`src/rtl/instr_fetch_unit_if.sv`:
```
// Instruction-fetch bus: instruction-memory read port plus the {pc, instr}
// valid/ready hand-off to decode. master = fetch unit, slave = memory/decode.
interface instr_fetch_unit_if;
  logic [31:0] instr_addr;
  logic [31:0] instr_data;
  logic        out_valid;
  logic        out_ready;
  logic [31:0] out_instr;
  logic [31:0] out_pc;
  logic        out_fault;

  modport master (
    output instr_addr,
    input  instr_data,
    output out_valid,
    input  out_ready,
    output out_instr,
    output out_pc,
    output out_fault
  );

  modport slave (
    input  instr_addr,
    output instr_data,
    input  out_valid,
    output out_ready,
    input  out_instr,
    input  out_pc,
    input  out_fault
  );
endinterface

```
`src/rtl/instr_fetch_unit.sv`:
```
// Fetch front-end: PC, instruction-memory read, fetch FIFO, redirect flush.
// Optional misaligned-redirect trap enabled by defining FETCH_MISALIGN_TRAP_EN.
module instr_fetch_unit #(
  parameter logic [31:0] RESET_PC   = 32'h0000_0000,
  parameter int unsigned FIFO_DEPTH = 2
) (
  input  logic                       clk,
  input  logic                       rst_n,
  input  logic                       fetch_en,
  input  logic                       redirect_valid,
  input  logic [31:0]                redirect_pc,
  instr_fetch_unit_if.master         bus
);

  localparam int unsigned PW  = $clog2(FIFO_DEPTH);
  localparam int unsigned CW  = PW + 1;
  localparam logic [31:0] NOP = 32'h0000_0013;

  typedef enum logic [1:0] {
    S_RUN   = 2'd0,
    S_HOLD  = 2'd1
`ifdef FETCH_MISALIGN_TRAP_EN
    ,
    S_FAULT = 2'd2
`endif
  } state_t;

  state_t          state_q, state_d;
  logic [31:0]     pc_q;
  logic [CW-1:0]   cnt_q;
  logic [PW-1:0]   rd_q, wr_q;

  logic [31:0]     mem_pc    [FIFO_DEPTH];
  logic [31:0]     mem_instr [FIFO_DEPTH];

  logic            head_valid;
  logic            pop_raw;
  logic            pop;
  logic            fetch_push;
  logic            push;
  logic [31:0]     push_pc;
  logic [31:0]     push_instr;
  logic            push_fault;

`ifdef FETCH_MISALIGN_TRAP_EN
  logic            mem_fault [FIFO_DEPTH];
  logic            fault_pend_q;
  logic [31:0]     fault_pc_q;
  logic            misaligned;

  assign misaligned = redirect_pc[1:0] != 2'b00;
`endif

  // State register
  always_ff @(posedge clk) begin
    if (!rst_n) state_q <= S_RUN;
    else        state_q <= state_d;
  end

  // Next-state logic
  always_comb begin
    state_d = state_q;
    if (redirect_valid) begin
      state_d = S_RUN;
`ifdef FETCH_MISALIGN_TRAP_EN
      if (misaligned) state_d = S_FAULT;
`endif
    end else begin
      case (state_q)
        S_RUN, S_HOLD: state_d = fetch_en ? S_RUN : S_HOLD;
`ifdef FETCH_MISALIGN_TRAP_EN
        S_FAULT:       state_d = S_FAULT;
`endif
        default:       state_d = S_RUN;
      endcase
    end
  end

  // Handshake / push selection; redirect voids both pop and push
  always_comb begin
    head_valid = cnt_q != '0;
    pop_raw    = head_valid && bus.out_ready;
    pop        = pop_raw && !redirect_valid;
    fetch_push = (state_q == S_RUN) && fetch_en && !redirect_valid &&
                 ((cnt_q < CW'(FIFO_DEPTH)) || pop_raw);
    push       = fetch_push;
    push_pc    = pc_q;
    push_instr = bus.instr_data;
    push_fault = 1'b0;
`ifdef FETCH_MISALIGN_TRAP_EN
    // The trap entry goes into a just-flushed FIFO, so space is guaranteed.
    if ((state_q == S_FAULT) && fault_pend_q && !redirect_valid) begin
      push       = 1'b1;
      push_pc    = fault_pc_q;
      push_instr = NOP;
      push_fault = 1'b1;
    end
`endif
  end

  always_ff @(posedge clk) begin
    if (!rst_n) begin
      pc_q  <= RESET_PC;
      cnt_q <= '0;
      rd_q  <= '0;
      wr_q  <= '0;
`ifdef FETCH_MISALIGN_TRAP_EN
      fault_pend_q <= 1'b0;
      fault_pc_q   <= '0;
`endif
    end else if (redirect_valid) begin
      cnt_q <= '0;
      rd_q  <= '0;
      wr_q  <= '0;
      pc_q  <= redirect_pc & ~32'h0000_0003;
`ifdef FETCH_MISALIGN_TRAP_EN
      fault_pend_q <= misaligned;
      fault_pc_q   <= redirect_pc;
`endif
    end else begin
      cnt_q <= cnt_q + CW'(push) - CW'(pop);
      if (pop)        rd_q <= rd_q + PW'(1);
      if (push)       wr_q <= wr_q + PW'(1);
      if (fetch_push) pc_q <= pc_q + 32'd4;
`ifdef FETCH_MISALIGN_TRAP_EN
      if (push_fault) fault_pend_q <= 1'b0;
`endif
    end
  end

  // Storage needs no reset: outputs are masked while the FIFO is empty
  always_ff @(posedge clk) begin
    if (rst_n && !redirect_valid && push) begin
      mem_pc[wr_q]    <= push_pc;
      mem_instr[wr_q] <= push_instr;
`ifdef FETCH_MISALIGN_TRAP_EN
      mem_fault[wr_q] <= push_fault;
`endif
    end
  end

  assign bus.instr_addr = pc_q;
  assign bus.out_valid  = head_valid;
  assign bus.out_pc     = head_valid ? mem_pc[rd_q]    : '0;
  assign bus.out_instr  = head_valid ? mem_instr[rd_q] : NOP;
`ifdef FETCH_MISALIGN_TRAP_EN
  assign bus.out_fault  = head_valid ? mem_fault[rd_q] : 1'b0;
`else
  assign bus.out_fault  = 1'b0;
  logic unused_fault;
  assign unused_fault = push_fault;
`endif

endmodule

```
`src/flat_wrapper.sv`:
```
// flat-port wrapper written by rule: the top's interface ports become plain ports
module instr_fetch_unit_flat 
#(
  parameter logic [31:0] RESET_PC   = 32'h0000_0000,
  parameter int unsigned FIFO_DEPTH = 2
)
  (clk, rst_n, fetch_en, redirect_valid, redirect_pc, bus_instr_addr, bus_instr_data, bus_out_valid, bus_out_ready, bus_out_instr, bus_out_pc, bus_out_fault);
  instr_fetch_unit_if bus_i ();
  input  logic clk;
  input  logic rst_n;
  input  logic fetch_en;
  input  logic redirect_valid;
  input  logic [31:0] redirect_pc;
  output wire logic [$bits(bus_i.instr_addr)-1:0] bus_instr_addr;
  input wire logic [$bits(bus_i.instr_data)-1:0] bus_instr_data;
  output wire logic [$bits(bus_i.out_valid)-1:0] bus_out_valid;
  input wire logic [$bits(bus_i.out_ready)-1:0] bus_out_ready;
  output wire logic [$bits(bus_i.out_instr)-1:0] bus_out_instr;
  output wire logic [$bits(bus_i.out_pc)-1:0] bus_out_pc;
  output wire logic [$bits(bus_i.out_fault)-1:0] bus_out_fault;
  assign bus_instr_addr = bus_i.instr_addr;
  assign bus_i.instr_data = bus_instr_data;
  assign bus_out_valid = bus_i.out_valid;
  assign bus_i.out_ready = bus_out_ready;
  assign bus_out_instr = bus_i.out_instr;
  assign bus_out_pc = bus_i.out_pc;
  assign bus_out_fault = bus_i.out_fault;
  instr_fetch_unit #(.RESET_PC(RESET_PC), .FIFO_DEPTH(FIFO_DEPTH)) u_core (.clk(clk), .rst_n(rst_n), .fetch_en(fetch_en), .redirect_valid(redirect_valid), .redirect_pc(redirect_pc), .bus(bus_i));
endmodule
```
`config.mk`:
```
export PLATFORM = sky130hd
export DESIGN_NAME = instr_fetch_unit_flat
export DESIGN_NICKNAME = d
export VERILOG_FILES = /design/src/rtl/instr_fetch_unit_if.sv /design/src/rtl/instr_fetch_unit.sv /design/src/flat_wrapper.sv
export SDC_FILE = /design/constraint.sdc
export NUM_CORES = 1
export LEC_CHECK = 0
export CORE_ASPECT_RATIO = 1.5
export CORE_MARGIN = 1
export CORE_UTILIZATION = 53
export DETAILED_ROUTE_END_ITERATION = 16
export PLACE_DENSITY = 0.93
export SYNTH_ARGS = -nofsm -noshare
export SYNTH_HDL_FRONTEND = slang
export SYNTH_SLANG_ARGS = --single-unit
```
`constraint.sdc`:
```
create_clock -name clk -period 7.6 [get_ports clk]
set_clock_uncertainty 0.1 [all_clocks]
set_input_delay 1.52 -clock clk [delete_from_list [all_inputs] [get_ports clk]]
set_output_delay 1.52 -clock clk [all_outputs]
set_load 0.05 [all_outputs]
```
; After elaboration in Yosys (flattened, before gate mapping)
; Memory sizes are Yosys's and may differ from the RTL's. A register that Yosys moved wholly into a read port is not among the register bits.
; Index checks and enable logic that the tools add are counted.
[word_totals]
reg_bits = 38
ramBits = 128
wordCells = 43
n_memories = 2
[classes]
n_addsub = 5
magnitude_cmp = 1
n_eq_ne = 1
muxes = 11
bitwise_logic = 2
reduce_logical = 15
[mem_list]
columns = name, depth, width, rd, rd_ports_with_merged_regs, wr, line
row1 = u_core.mem_instr, 2, 32, 1, 1, 1, instr_fetch_unit.sv:34  ; logic [31:0] mem_instr [FIFO_DEPTH];
row2 = u_core.mem_pc, 2, 32, 1, 1, 1, instr_fetch_unit.sv:33  ; logic [31:0] mem_pc [FIFO_DEPTH];
[ops]
columns = cell, n
row1 = $mux W32, 4
row2 = $add A32 B3 Y32 const B, 1
row3 = $logic_and A1 B1 Y1, 7
row4 = $mux W1, 7
row5 = $reduce_bool A2 Y1, 2
row6 = $reduce_or A2 Y1, 2
row7 = $reduce_or A3 Y1, 1
row8 = $add A1 B1 Y1 const B, 2
row9 = $add A2 B1 Y2, 1
row10 = $eq A2 B1 Y1 const B, 1
row11 = $logic_not A2 Y1, 1
row12 = $lt A2 B2 Y1 const B, 1
row13 = $not A1 Y1, 2
row14 = $sub A2 B1 Y2, 1
row15 = $logic_not A1 Y1, 1
row16 = $logic_or A1 B1 Y1, 1

; Longest topological paths before layout
[logic_depth]
depth_word = 7
depth_mapped = 10
mapped_depth_nobuf = 10

; Worst setup path before layout
; Ideal clock, no wire load.
[synth_timing]
path_type = input to register
from = input fetch_en
to = memory u_core.mem_instr[0][0], enable pin
t_arrival_ns = 4.685
required_ns = 7.018
setup_slack_ns = 2.332
path_stages = 5
n_path_buf = 1
cell_sequence = nand2b_1 > buf_4 > nor2_2 > nand2_1 > nor2_1
[synth_between]
elab_chain_len = 6
[synth_rtl]
columns = item, line
row1 = start: declaration, flat_wrapper.sv:11  ; input logic fetch_en;
row2 = $logic_and A1 B1 Y1 (3 in a row), instr_fetch_unit.sv:84  ; fetch_push = (state_q == S_RUN) && fetch_en && !redirect_valid &&
row3 = $logic_and A1 B1 Y1, instr_fetch_unit.sv:133  ; if (rst_n && !redirect_valid && push) begin
row4 = $mux W1, instr_fetch_unit.sv:133
row5 = $mux W1 (not written as such), instr_fetch_unit.sv:135  ; mem_instr[wr_q] <= push_instr;
row6 = end: declaration, instr_fetch_unit.sv:34
; Every way passes these cells.

; Final worst setup path
[layout_timing]
from = input rst_n
to = memory u_core.mem_pc[0][8], enable pin
[layout_between]
elab_chain_len = 4
[layout_rtl]
columns = item, line
row1 = start: declaration, flat_wrapper.sv:10  ; input logic rst_n;
row2 = $logic_and A1 B1 Y1 (2 in a row), instr_fetch_unit.sv:133
row3 = $mux W1, instr_fetch_unit.sv:133
row4 = $mux W1 (not written as such), instr_fetch_unit.sv:134  ; mem_pc[wr_q] <= push_pc;
row5 = end: declaration, instr_fetch_unit.sv:33
; Every way passes these cells.

==> Implementation_results.wiki <==
{| class="wikitable"
! Metric !! Value
|-
| Status || finished, final reports clean
|-
| Sequential element share of the synthesized area || between 60% and 70%
|-
| Setup TNS Final || 0 ns
|-
| Top-area cell type share of the netlist area || a little under three fifths
|-
| End point of the critical path || u_core.mem_pc[0][8]
|-
| Top Ports || 167
|-
| Setup crit start kind || input port
|-
| Number of violations of the max-capacitance limit || 0
|-
| Maximum level of the CTS H-tree || 4
|-
| CTS Hold Bufs || 0
|-
| Avg Vias per Cell || 5.39
|-
| RSZ-0062 raised after global routing || false
|-
| Critical Path Sink Type || flip-flop
|-
| Worst flop-to-flop path endpoint || u_core.mem_pc[0][8]
|-
| Internal power || approximately 1500 uW
|-
| Combined area of all synthesized cells || between 6000 and 7000 um2
|-
| Clk pwr share || 39.6%
|-
| Congestion Overflow GR || 0
|-
| Setup-violating endpoint count in the final report || 0
|-
| Number of standard cells after synthesis || 494
|-
| YS warnings || 0
|-
| Count of flip-flops with a built-in enable after synthesis || about 120
|-
| Setup CP Type || input port to flip-flop
|-
| Average footprint of a synthesized cell || around 13 um2
|-
| Placeable core region || 12000 um2
|-
| First-pass GRT wire length || 22.1 mm
|-
| Number of buffers added by the clock tree synthesis step || 17
|-
| Number of gates resized after CTS || 0
|-
| Placement Rows || 49
|-
| Switching power as a share of total power || about a quarter
|-
| Share of final-layout standard cells stronger than drive strength 1 || 6.35%
|-
| Busiest grt layer || met2
|-
| Share of async-settable or async-resettable flops after synthesis || 0%
|-
| Area taken by multi-input logic gates || 1950 um2
|-
| Top achievable clock speed || 0.227 GHz
|-
| Largest fanout on the critical path || 47
|-
| Antenna Nets Post-Route || 0
|-
| Final antenna diode count || 0
|-
| Latest clock arrival within the worst-skew pair || 0.42 ns
|-
| Net load switching power || 510 uW
|-
| Worst Reg2Reg Path Length in Cells || 5
|-
| Area growth from synthesis to final layout || 34.2%
|-
| Port-buffer cells || 159
|-
| Period utilisation layout || approximately three fifths
|-
| Met1 layer usage reported by global route || 24.7%
|-
| Count of unresolved DRC violations after routing || 0
|-
| Number of filler instances in the final layout || 785
|-
| Worst-case clock buffer depth || 2
|-
| Initial core utilization || between 50% and 60%
|-
| Number of distinct standard cells referenced by the synthesized netlist || 33
|-
| RePlAce Congestion || 0.871
|-
| Worst rel slew slack || between 20% and 30%
|-
| Post-route non-filler standard cell count || around 810
|-
| HPWL after DPL || roughly 9.5 mm
|-
| Area used by sequential logic in the layout || 4450 um2
|-
| Routed Wire Length || 14.3 mm
|-
| Area of the die || 12800 um2
|-
| Per-cell routed wire length || between 15 and 20 um
|-
| Floorplan die height || 138 um
|-
| Number of global-route vias before repair || between 4k and 5k
|-
| Leakage power of the design || approximately 0.0029 uW
|-
| Cell with the most instances after synthesis || sky130_fd_sc_hd__edfxtp_1
|-
| Vias after detailed routing || between 4k and 5k
|-
| Main synth FF type || sky130_fd_sc_hd__edfxtp_1
|-
| Largest net degree at the start of global routing || 63
|-
| Yosys top cell by area || sky130_fd_sc_hd__edfxtp_1
|-
| Worst-Margin Slew || 1.10 ns
|-
| Clk pin slew, worst setup/hold paths || 0.06 ns
|-
| Final slew viol count || 0
|-
| Net total in the final layout || 720
|-
| Hold Violations, Final || 0
|-
| Library cell used as clock root buffer || sky130_fd_sc_hd__clkbuf_16
|-
| Commonest cells post-synth || 124 x sky130_fd_sc_hd__edfxtp_1, 76 x sky130_fd_sc_hd__nor2_1, 62 x sky130_fd_sc_hd__mux2i_1, 36 x sky130_fd_sc_hd__dfxtp_1
|-
| Ranking of synthesized cells by area || sky130_fd_sc_hd__edfxtp_1 57%, sky130_fd_sc_hd__dfxtp_1 11%, sky130_fd_sc_hd__mux2i_1 9.5%
|-
| Flop-to-flop setup slack || 4.90 ns
|-
| Die X-Extent || 92.8 um
|-
| Met2 demand-to-capacity share in global routing || around 41%
|-
| Clock tree from TritonCTS || yes
|-
| Combinational cell fraction of total power || 11.2%
|-
| Crit path launch || rst_n
|-
| Number of design-rule violations left by the first detailed-router iteration || 179
|-
| Seq cells post-synth || 160
|-
| Clock net sink count || 160
|-
| Total global-route track usage || approximately 23%
|-
| Worst vdd ir || 0.000187 V
|-
| Met3 track utilization from global routing || 5.17%
|-
| Required time of the critical path || 7.56 ns
|-
| Antenna violations before repair || 0
|-
| Worst endpoint data arrival time || 4.37 ns
|-
| Launch instance of the worst register-to-register path || u_core.state_q[0]
|-
| First-pass iteration count of the detailed router || 4
|-
| Count of placed standard cells including taps || about 780
|-
| Hold crit path type || flip-flop to flip-flop
|-
| Post-layout minimum cycle time || 4.41 ns
|-
| Post CTS Setup Buffer Count || 0
|-
| Part of the power in registers || 49.2%
|-
| Areal power density over the cells || 230 nW/um2
|}
flip-flops by register name, summed over array words and instances, names as in the netlist, named ones only:
signal,cells
u_core.mem_instr,64
u_core.cnt_q,2
u_core.bus.instr_addr,30
u_core.wr_q,1
u_core.state_q,1
u_core.mem_pc,60
u_core.rd_q,1
layout by cell type, fill, tap and decap left out, types with 4 or more instances in the layout:
cell type / count
sky130_fd_sc_hd__clkdlybuf4s50_1: 159
sky130_fd_sc_hd__edfxtp_1: 124
sky130_fd_sc_hd__nor2_1: 74
sky130_fd_sc_hd__mux2i_1: 62
sky130_fd_sc_hd__dfxtp_1: 35
sky130_fd_sc_hd__xor2_1: 25
sky130_fd_sc_hd__a21oi_1: 25
sky130_fd_sc_hd__o21ai_0: 23
sky130_fd_sc_hd__nand2_1: 19
sky130_fd_sc_hd__clkbuf_16: 17
sky130_fd_sc_hd__nand4_1: 15
sky130_fd_sc_hd__nand3_1: 11
sky130_fd_sc_hd__xnor2_1: 8
sky130_fd_sc_hd__inv_1: 6
sky130_fd_sc_hd__and3_1: 6
sky130_fd_sc_hd__nor3_1: 5
sky130_fd_sc_hd__conb_1: 5
sky130_fd_sc_hd__inv_6: 5
sky130_fd_sc_hd__clkinvlp_4: 4
layout make-up:
type                       instances  share of cell area (%)
clock buffer                      18                    4.88
inverter                           7                   0.299
multi-input combinational        300                    22.2
clock inverter                    14                    1.51
sequential                       160                    50.6
tap                              153                    2.18
timing repair buffer             162                    18.4
power groups by stage:
stage	Sequential (uW)	Combinational (uW)	Clock [uW]
after floorplan	1040	98.9	0
after detailed placement	1010	225	0
after CTS	995	226	813
after global routing	998	236	848
after global placement	1010	220	0
final	995	226	800
logic make-up after synthesis:
| group | synth area share (%) |
|---|---|
| AND/OR/NAND/NOR | 10.3 |
| XOR/XNOR | 4.41 |
| other | 0.0573 |
| flip-flops | 67.9 |
| buffers and inverters | 2.87 |
| adder cells (fa/ha/maj) | 0.573 |
| multiplexers | 9.47 |
| AO/OA/AOI/OAI | 4.45 |
through the flow:
stage / hold slack (ns) / utilization [%] / area [um2] / setup slack, ns / total power, uW
finish: 0.394 / 73.2 / 8790 / 3.19 / 2020
global placement: 0.374 / 68.5 / 8230 / 2.99 / 1230
global route: 0.404 / 73.2 / 8790 / 3.01 / 2080
CTS: 0.395 / 73.2 / 8790 / 3.20 / 2030
detailed placement: 0.380 / 68.5 / 8230 / 2.83 / 1240
floorplan: 0.372 / - / 6570 / 2.33 / 1140
layer usage:
| metal | wire length [um] | vias to the layer above |
|---|---|---|
| met3 | 772 | 30 |
| li1 | - | 2091 |
| met2 | 7720 | 168 |
| met5 | 0 | - |
| met1 | 5380 | 2100 |
| met4 | 398 | 0 |
critical path, stage by stage:
cell and delay, ns:
sky130_fd_sc_hd__clkdlybuf4s50_1 1.08, sky130_fd_sc_hd__inv_1 0.31, sky130_fd_sc_hd__nor2_1 0.21, sky130_fd_sc_hd__nand2_1 0.17, sky130_fd_sc_hd__nor2_4 0.45, sky130_fd_sc_hd__buf_4 0.60
worst min path at each step:
stage / start / end / slack (ns) / cells after the start
global route: u_core.bus.instr_addr[17] / u_core.mem_pc[1][17] / 0.40 / 0
floorplan: u_core.rd_q / flip-flop / 0.37 / 2
global placement: u_core.bus.instr_addr[17] / u_core.mem_pc[1][17] / 0.37 / 0
detailed placement: u_core.bus.instr_addr[17] / u_core.mem_pc[1][17] / 0.38 / 0
CTS: u_core.bus.instr_addr[17] / u_core.mem_pc[1][17] / 0.40 / 0
finish: u_core.bus.instr_addr[17] / u_core.mem_pc[1][17] / 0.39 / 0
(Power assumes the default switching activity.)
